[config.mk]
export PLATFORM = sky130hd
export DESIGN_NAME = od_serial_rx_flat
export DESIGN_NICKNAME = d
export VERILOG_FILES = /design/src/rtl/od_serial_rx_if.sv /design/src/rtl/od_serial_rx.sv /design/src/flat_wrapper.sv
export SDC_FILE = /design/constraint.sdc
export NUM_CORES = 1
export LEC_CHECK = 0
export BUFFER_PORTS_ARGS = -buffer_cell sky130_fd_sc_hd__buf_2
export CORE_AREA = 2 2 71 73
export CTS_CLUSTER_DIAMETER = 150
export DETAILED_ROUTE_END_ITERATION = 10
export DIE_AREA = 0 0 73 75
export PLACE_DENSITY = 0.77
export SLEW_MARGIN = 20
export SYNTH_ARGS = -nofsm -noshare
export SYNTH_HDL_FRONTEND = slang
export SYNTH_SLANG_ARGS = --single-unit
[constraint.sdc]
create_clock -name clk -period 2.39 [get_ports clk]
set_clock_uncertainty 0.1 [all_clocks]
set_input_delay 0.239 -clock clk [delete_from_list [all_inputs] [get_ports clk]]
set_output_delay 0.239 -clock clk [all_outputs]
set_load 0.01 [all_outputs]
[src/rtl/od_serial_rx_if.sv]
`default_nettype none
// ============================================================================
// Module      : od_serial_rx_if
// Description : Monitor-side bundle of the open-drain serial word receiver.
//               Carries the received word with its valid/ready handshake and
//               the receiver status/error pulses.
//   word        : last accepted word, first received bit in MSB
//   word_valid  : word holds an unconsumed value
//   word_ready  : consumer accepts word when word_valid & word_ready
//   busy        : receiver not idle
//   err_frame   : 1-cycle pulse, frame ended with wrong bit count
//   err_overrun : 1-cycle pulse, good word dropped because buffer was full
//   master      : receiver side; slave : consumer side
// Revision    : 1.0 - initial release
// ============================================================================
interface od_serial_rx_if #(
   parameter int WIDTH = 16
) ();
   logic [WIDTH-1:0] word;
   logic             word_valid;
   logic             word_ready;
   logic             busy;
   logic             err_frame;
   logic             err_overrun;

   modport master (
      output word, word_valid, busy, err_frame, err_overrun,
      input  word_ready
   );

   modport slave (
      input  word, word_valid, busy, err_frame, err_overrun,
      output word_ready
   );
endinterface
`default_nettype wire

[src/rtl/od_serial_rx.sv]
`default_nettype none
// ============================================================================
// Module      : od_serial_rx
// Description : Receive end of the open-drain serial word link. The three
//               active-low pulled-up lines are synchronized, deglitched and
//               shifted into a WIDTH-bit word, which is handed to the monitor
//               side over a valid/ready handshake.
//   clk    : system clock, rising edge
//   rst    : synchronous active-low reset
//   sync_n : frame line, low = frame active (async)
//   bclk_n : bit strobe, falling edge = data valid (async)
//   dat_n  : data line, low = logic 1 (async)
//   mon    : monitor-side bundle (word, handshake, status, errors)
// Revision    : 1.0 - initial release
// ============================================================================
module od_serial_rx #(
   parameter int WIDTH = 16,
   parameter int FILT  = 4
) (
   input  wire logic       clk,
   input  wire logic       rst,
   input  wire logic       sync_n,
   input  wire logic       bclk_n,
   input  wire logic       dat_n,
   od_serial_rx_if.master  mon
);
   localparam int CW     = $clog2(WIDTH + 1);
   localparam int FW     = $clog2(FILT + 1);
   localparam int L_SYNC = 0;
   localparam int L_BCLK = 1;
   localparam int L_DAT  = 2;
   // Filtered reset levels: frame asserted (0), strobe and data idle-high.
   localparam logic [2:0] FILT_RST = 3'b110;

   typedef enum logic [1:0] {
      S_WAIT  = 2'd0,
      S_IDLE  = 2'd1,
      S_SHIFT = 2'd2,
      S_END   = 2'd3
   } state_t;

   logic [2:0]          pin;
   logic [2:0]          s1_q, s1_d, s2_q, s2_d, filt_q, filt_d;
   logic [1:0]          prev_q, prev_d;
   logic [2:0][FW-1:0]  fcnt_q, fcnt_d;
   state_t              state_q, state_d;
   logic [CW-1:0]       cnt_q, cnt_d;
   logic                ovf_q, ovf_d;
   logic [WIDTH-1:0]    shift_q, shift_d;
   logic [WIDTH-1:0]    word_q, word_d;
   logic                word_valid_q, word_valid_d;
   logic                err_frame_q, err_frame_d;
   logic                err_overrun_q, err_overrun_d;
   logic                sync_fall, sync_rise, bclk_fall;

   assign pin = {dat_n, bclk_n, sync_n};

   // Input path: 2-FF synchronizer then a stability filter per line. The
   // filtered level only follows once the synchronized level has disagreed
   // for FILT consecutive cycles, so shorter pulses are swallowed.
   always_comb begin
      s1_d   = pin;
      s2_d   = s1_q;
      filt_d = filt_q;
      prev_d = filt_q[1:0];
      fcnt_d = '0;
      for (int i = 0; i < 3; i++) begin
         if (s2_q[i] != filt_q[i]) begin
            if (fcnt_q[i] == FW'(FILT - 1)) begin
               filt_d[i] = s2_q[i];
            end else begin
               fcnt_d[i] = fcnt_q[i] + FW'(1);
            end
         end
      end
   end

   // Edges are taken from the registered filtered levels, one cycle after
   // the filter output changes.
   assign sync_fall = prev_q[L_SYNC] & ~filt_q[L_SYNC];
   assign sync_rise = ~prev_q[L_SYNC] & filt_q[L_SYNC];
   assign bclk_fall = prev_q[L_BCLK] & ~filt_q[L_BCLK];

   always_comb begin
      state_d       = state_q;
      cnt_d         = cnt_q;
      ovf_d         = ovf_q;
      shift_d       = shift_q;
      word_d        = word_q;
      word_valid_d  = word_valid_q & ~mon.word_ready;
      err_frame_d   = 1'b0;
      err_overrun_d = 1'b0;
      case (state_q)
         S_WAIT: begin
            // A frame already active when reset lifts is not joined mid-way.
            if (filt_q[L_SYNC]) state_d = S_IDLE;
         end
         S_IDLE: begin
            if (sync_fall) begin
               state_d = S_SHIFT;
               cnt_d   = '0;
               ovf_d   = 1'b0;
               shift_d = '0;
            end
         end
         S_SHIFT: begin
            if (bclk_fall) begin
               if (cnt_q == CW'(WIDTH)) begin
                  ovf_d = 1'b1;
               end else begin
                  shift_d = {shift_q[WIDTH-2:0], ~filt_q[L_DAT]};
                  cnt_d   = cnt_q + CW'(1);
               end
            end
            if (sync_rise) state_d = S_END;
         end
         S_END: begin
            state_d = S_IDLE;
            if ((cnt_q == CW'(WIDTH)) && !ovf_q) begin
               if (!word_valid_q || mon.word_ready) begin
                  word_d       = shift_q;
                  word_valid_d = 1'b1;
               end else begin
                  err_overrun_d = 1'b1;
               end
            end else begin
               err_frame_d = 1'b1;
            end
         end
         default: state_d = S_WAIT;
      endcase
   end

   always_ff @(posedge clk) begin
      if (!rst) begin
         s1_q          <= '1;
         s2_q          <= '1;
         filt_q        <= FILT_RST;
         prev_q        <= FILT_RST[1:0];
         fcnt_q        <= '0;
         state_q       <= S_WAIT;
         cnt_q         <= '0;
         ovf_q         <= 1'b0;
         shift_q       <= '0;
         word_q        <= '0;
         word_valid_q  <= 1'b0;
         err_frame_q   <= 1'b0;
         err_overrun_q <= 1'b0;
      end else begin
         s1_q          <= s1_d;
         s2_q          <= s2_d;
         filt_q        <= filt_d;
         prev_q        <= prev_d;
         fcnt_q        <= fcnt_d;
         state_q       <= state_d;
         cnt_q         <= cnt_d;
         ovf_q         <= ovf_d;
         shift_q       <= shift_d;
         word_q        <= word_d;
         word_valid_q  <= word_valid_d;
         err_frame_q   <= err_frame_d;
         err_overrun_q <= err_overrun_d;
      end
   end

   assign mon.word        = word_q;
   assign mon.word_valid  = word_valid_q;
   assign mon.err_frame   = err_frame_q;
   assign mon.err_overrun = err_overrun_q;
   assign mon.busy        = (state_q != S_IDLE) | ~rst;
endmodule
`default_nettype wire
[src/flat_wrapper.sv]
// flat-port wrapper written by rule: the top's interface ports become plain ports
module od_serial_rx_flat 
#(
   parameter int WIDTH = 16,
   parameter int FILT  = 4
)
  (clk, rst, sync_n, bclk_n, dat_n, mon_word, mon_word_valid, mon_busy, mon_err_frame, mon_err_overrun, mon_word_ready);
  od_serial_rx_if #(.WIDTH(WIDTH)) mon_i ();
  input  wire logic clk;
  input  wire logic rst;
  input  wire logic sync_n;
  input  wire logic bclk_n;
  input  wire logic dat_n;
  output wire logic [$bits(mon_i.word)-1:0] mon_word;
  output wire logic [$bits(mon_i.word_valid)-1:0] mon_word_valid;
  output wire logic [$bits(mon_i.busy)-1:0] mon_busy;
  output wire logic [$bits(mon_i.err_frame)-1:0] mon_err_frame;
  output wire logic [$bits(mon_i.err_overrun)-1:0] mon_err_overrun;
  input wire logic [$bits(mon_i.word_ready)-1:0] mon_word_ready;
  assign mon_word = mon_i.word;
  assign mon_word_valid = mon_i.word_valid;
  assign mon_busy = mon_i.busy;
  assign mon_err_frame = mon_i.err_frame;
  assign mon_err_overrun = mon_i.err_overrun;
  assign mon_i.word_ready = mon_word_ready;
  od_serial_rx #(.WIDTH(WIDTH), .FILT(FILT)) u_core (.clk(clk), .rst(rst), .sync_n(sync_n), .bclk_n(bclk_n), .dat_n(dat_n), .mon(mon_i));
endmodule
==> summary.md <==
| Metric | Value |
|---|---|
| Starting Density | `53.1%` |
| Synth area leaders | `dfxtp_1 51%, mux2i_1 7.7%, ha_1 6.1%` |
| PD cells | `817 nW/um^2` |
| CTS tree | `built` |
| Final Hold Fails | `0` |
| Unique masters post-synth | `42` |
| Wire per inst | `12.6 microns` |
| Final net count | `288` |
| Leakage | `1.28 nW` |
| Share of layout cells above drive strength 1 | `19.3%` |
| Worst skew pair latency | `between 0.3 and 0.4 ns` |
| CP Data Required Time | `2.57 ns` |
| Synth area leader | `dfxtp_1` |
| Crit-path slowest cell | `ha_1` |
| Mapped Nets | `256` |
| Worst slew margin | `57.8%` |
| Vias post-DR | `roughly 1,700` |
| Core area | `4660 sq um` |
| Cell count along the critical path | `5` |
| Critical path, cell by cell | `inv_1, ha_1, or2_2, a31oi_4, a22o_1` |
| GPL Wtd Cong | `between 0.7 and 0.8` |
| Fmax achieved | `483 MHz` |
| Post-CTS Setup Inserts | `0` |
| Initial antenna violation count | `0` |
| Final min period | `2.07 ns` |
| Yosys top cell area share | `51.0%` |
| Synth Cell Area | `2470 sq um` |
| Die ar. | `5480 sq um` |
| Setup TNS | `0 ns` |
| Synth Warn # | `0` |
| Sequential fraction of the synthesis area | `51.0%` |
| Combinational power share | `15.3%` |
| Mapped Cells | `238` |
| CP Buf/Inv Count | `1` |
| Filler Cell Count | `391` |
| CTS Root Cell | `clkbuf_8` |
| Switching share of power | `27.5%` |
| Crit Path Class | `reg2reg` |
| Status | `finished clean` |
| CTS H-tree depth | `3` |
| Row Count | `25` |
| WL final | `4160 microns` |
| FF+latch count, synth | `63` |
| Seq pwr share | `47.2%` |
| Clk network pwr share | `37.5%` |
| Reg2reg start | `u_core.state_q[0]` |
| Post-route ant nets | `0` |
| P_int | `0.00169 W` |
| VDD IR-drop max | `around 0.00078 V` |
| I/O Buffers | `25` |
| # DRC | `0` |
| HP Class | `in2reg` |
| Global-route congestion overflow total | `0` |
| Vias per inst | `5.23` |
| Worst-margin pin slew | `0.632 ns` |
| Critical Path AT | `approximately 2.3 ns` |
| Reg2reg path depth | `5` |
| Post-CTS sizing | `0` |
| Global-route usage over all layers | `17.3%` |
| R2r setup slk | `approximately 0.32 ns` |
| DRT Pass-1 Iters | `4` |
| Initial DRC count | `93` |
| Fin. max-slew vios | `0` |
| Pin count of the biggest net entering global routing | `20` |
| Area growth, synth to finish | `15.0%` |
| CTS Buf Count | `9` |
| Post-route clock period utilization | `roughly 87%` |
| HP Start | `mon_word_ready` |
| Worst hold stages | `3` |
| Height of the chip | `75 microns` |
| Hold Buf Count CTS | `3` |
| # clock sinks | `63` |
| Max Fanout on Critical Path | `19` |
| Crit path max-delay family | `compound AO/OA/AOI/OAI gates` |
| Slowest stage delay, CP | `between 0.4 and 0.5 ns` |
| Critical Path End Type | `register` |
| HPWL Detailed | `2840 microns` |
| ANT cells | `0` |
| FF-to-FF End | `u_core.shift_q[5]` |
| Max_cap viols | `0` |
| Global-route wire length before repair | `about 7100 microns` |
| Max Root-Sink Buffers | `2` |
| Tot Pwr | `0.00232 W` |
| Vias in the first global route | `between 1,500 and 2,000` |
| RSZ-0062 raised after global routing | `no` |
| I/O pins | `26` |
| Final setup viols | `0` |
| Hold Path Sink | `u_core.mon.err_overrun` |
| Clock slew at reported path FFs | `0.07 ns` |
| NetSw | `about 0.00064 W` |
| Syn Area/Cell | `between 10 and 15 sq um` |
| Die W | `73 microns` |
| CP Launch Type | `register` |
[layout by cell type, fill, tap and decap left out, types with 3 or more instances in the layout]
| cell | Yosys | routed |
|---|---|---|
| a21oi_1 | 4 | 4 |
| a22o_1 | 16 | 16 |
| a31oi_1 | 3 | 3 |
| buf_2 | 2 | 25 |
| buf_4 | 1 | 6 |
| clkbuf_8 | 0 | 9 |
| clkinv_2 | 0 | 3 |
| dfxtp_1 | 63 | 63 |
| dlygate4sd3_1 | 0 | 3 |
| ha_1 | 12 | 12 |
| inv_1 | 12 | 12 |
| mux2i_1 | 19 | 19 |
| nand2_1 | 13 | 13 |
| nand2b_1 | 9 | 9 |
| nand3_1 | 4 | 4 |
| nand4_1 | 4 | 4 |
| nor2_1 | 31 | 31 |
| nor3_1 | 3 | 3 |
| or3_1 | 3 | 3 |
| xnor2_1 | 3 | 3 |
[cell usage after synthesis (all sizes together)]
master   number
nand2        14
nor2b         1
nor4bb        1
xnor2         3
and2          2
nor3b         1
nor2         31
nand2b       10
a31oi         4
nand4bb       1
o2bb2ai       1
o22ai         2
a221oi        1
nand3         4
o21ai         2
o31ai         2
inv          12
buf           9
dfxtp        63
or2           1
nor3          4
or3           3
nand4         4
o311ai        1
a22oi         2
a21oi         4
clkbuf        4
nand4b        2
a22o         16
ha           12
mux2i        19
a311oi        1
o211ai        1
[state kept, by name, indices dropped and copies added (netlist names), 3 cells and up]
signal	count
u_core.filt_q	3
u_core.fcnt_q	9
u_core.s1_q	3
u_core.cnt_q	5
u_core.mon.word	16
u_core.shift_q	16
u_core.s2_q	3
[how the worst max path moves through the flow]
stage	endpoint	slack (ns)	start
after floorplan	u_core.mon.word[10]	0.59	u_core.cnt_q[0]
after global placement	u_core.shift_q[12]	0.38	u_core.state_q[0]
after detailed placement	u_core.cnt_q[1]	0.30	u_core.state_q[0]
after CTS	u_core.shift_q[3]	0.30	u_core.state_q[0]
after global routing	u_core.shift_q[5]	0.16	u_core.state_q[0]
final	u_core.shift_q[5]	0.32	u_core.state_q[0]
[per-layer routing]
| layer | GRT usage, % | wire length, microns | vias up |
|---|---|---|---|
| li1 | - | - | 887 |
| met1 | 21.2 | 2020 | 791 |
| met2 | 26.2 | 1920 | 37 |
| met3 | 8.03 | 168 | 6 |
| met4 | 7.82 | 51 | 0 |
| met5 | 0 | 0 | - |
[power by group through the flow]
stage / Combinational, W / Clock (W) / Sequential, W
final: 0.000355 / 0.000872 / 0.00110
after global routing: 0.000403 / 0.000946 / 0.00110
after CTS: 0.000357 / 0.000899 / 0.00110
after detailed placement: 0.000353 / 0 / 0.00112
after global placement: 0.000340 / 0 / 0.00112
after floorplan: 0.000293 / 0 / 0.00112
[worst reg2reg max path, stage by stage (launching register included)]
cell and delay, ns:
dfxtp_1 0.38, inv_1 0.08, ha_1 0.42, or2_2 0.42, a31oi_4 0.40, a22o_1 0.22
[area by class of cell]
class | count | area, sq um | share of cell area, %
clock inverter | 6 | 61.3 | 2.15
inverter | 12 | 45.0 | 1.58
sequential | 63 | 1260 | 44.3
clock buffer | 10 | 128 | 4.48
timing repair buffer | 34 | 200 | 7.03
multi-input combinational | 150 | 1080 | 38.1
tap | 54 | 67.6 | 2.37
[cell families (layout without fill, tap and decap cells)]
kind of cell             after synthesis  after routing  share of synthesized area (%)
buffers and inverters                 25             62                           5.26
XOR/XNOR                               3              3                           1.06
adder cells (fa/ha/maj)               12             12                           6.07
flip-flops                            63             63                           51.0
AND/OR/NAND/NOR                       79             79                           16.5
AO/OA/AOI/OAI                         37             37                           12.5
multiplexers                          19             19                           7.68
[per-stage QoR]
step	util (%)	worst slack (ns)	hold slack, ns	std cells	instance area [sq um]
after floorplan	-	0.587	0.240	238	2470
after global placement	56.4	0.383	0.288	310	2630
after detailed placement	56.4	0.301	0.297	310	2630
after CTS	61.1	0.303	0.130	329	2850
after global routing	61.1	0.158	0.164	329	2850
final	61.1	0.320	0.146	329	2850
Power figures use the tool's default switching activity.
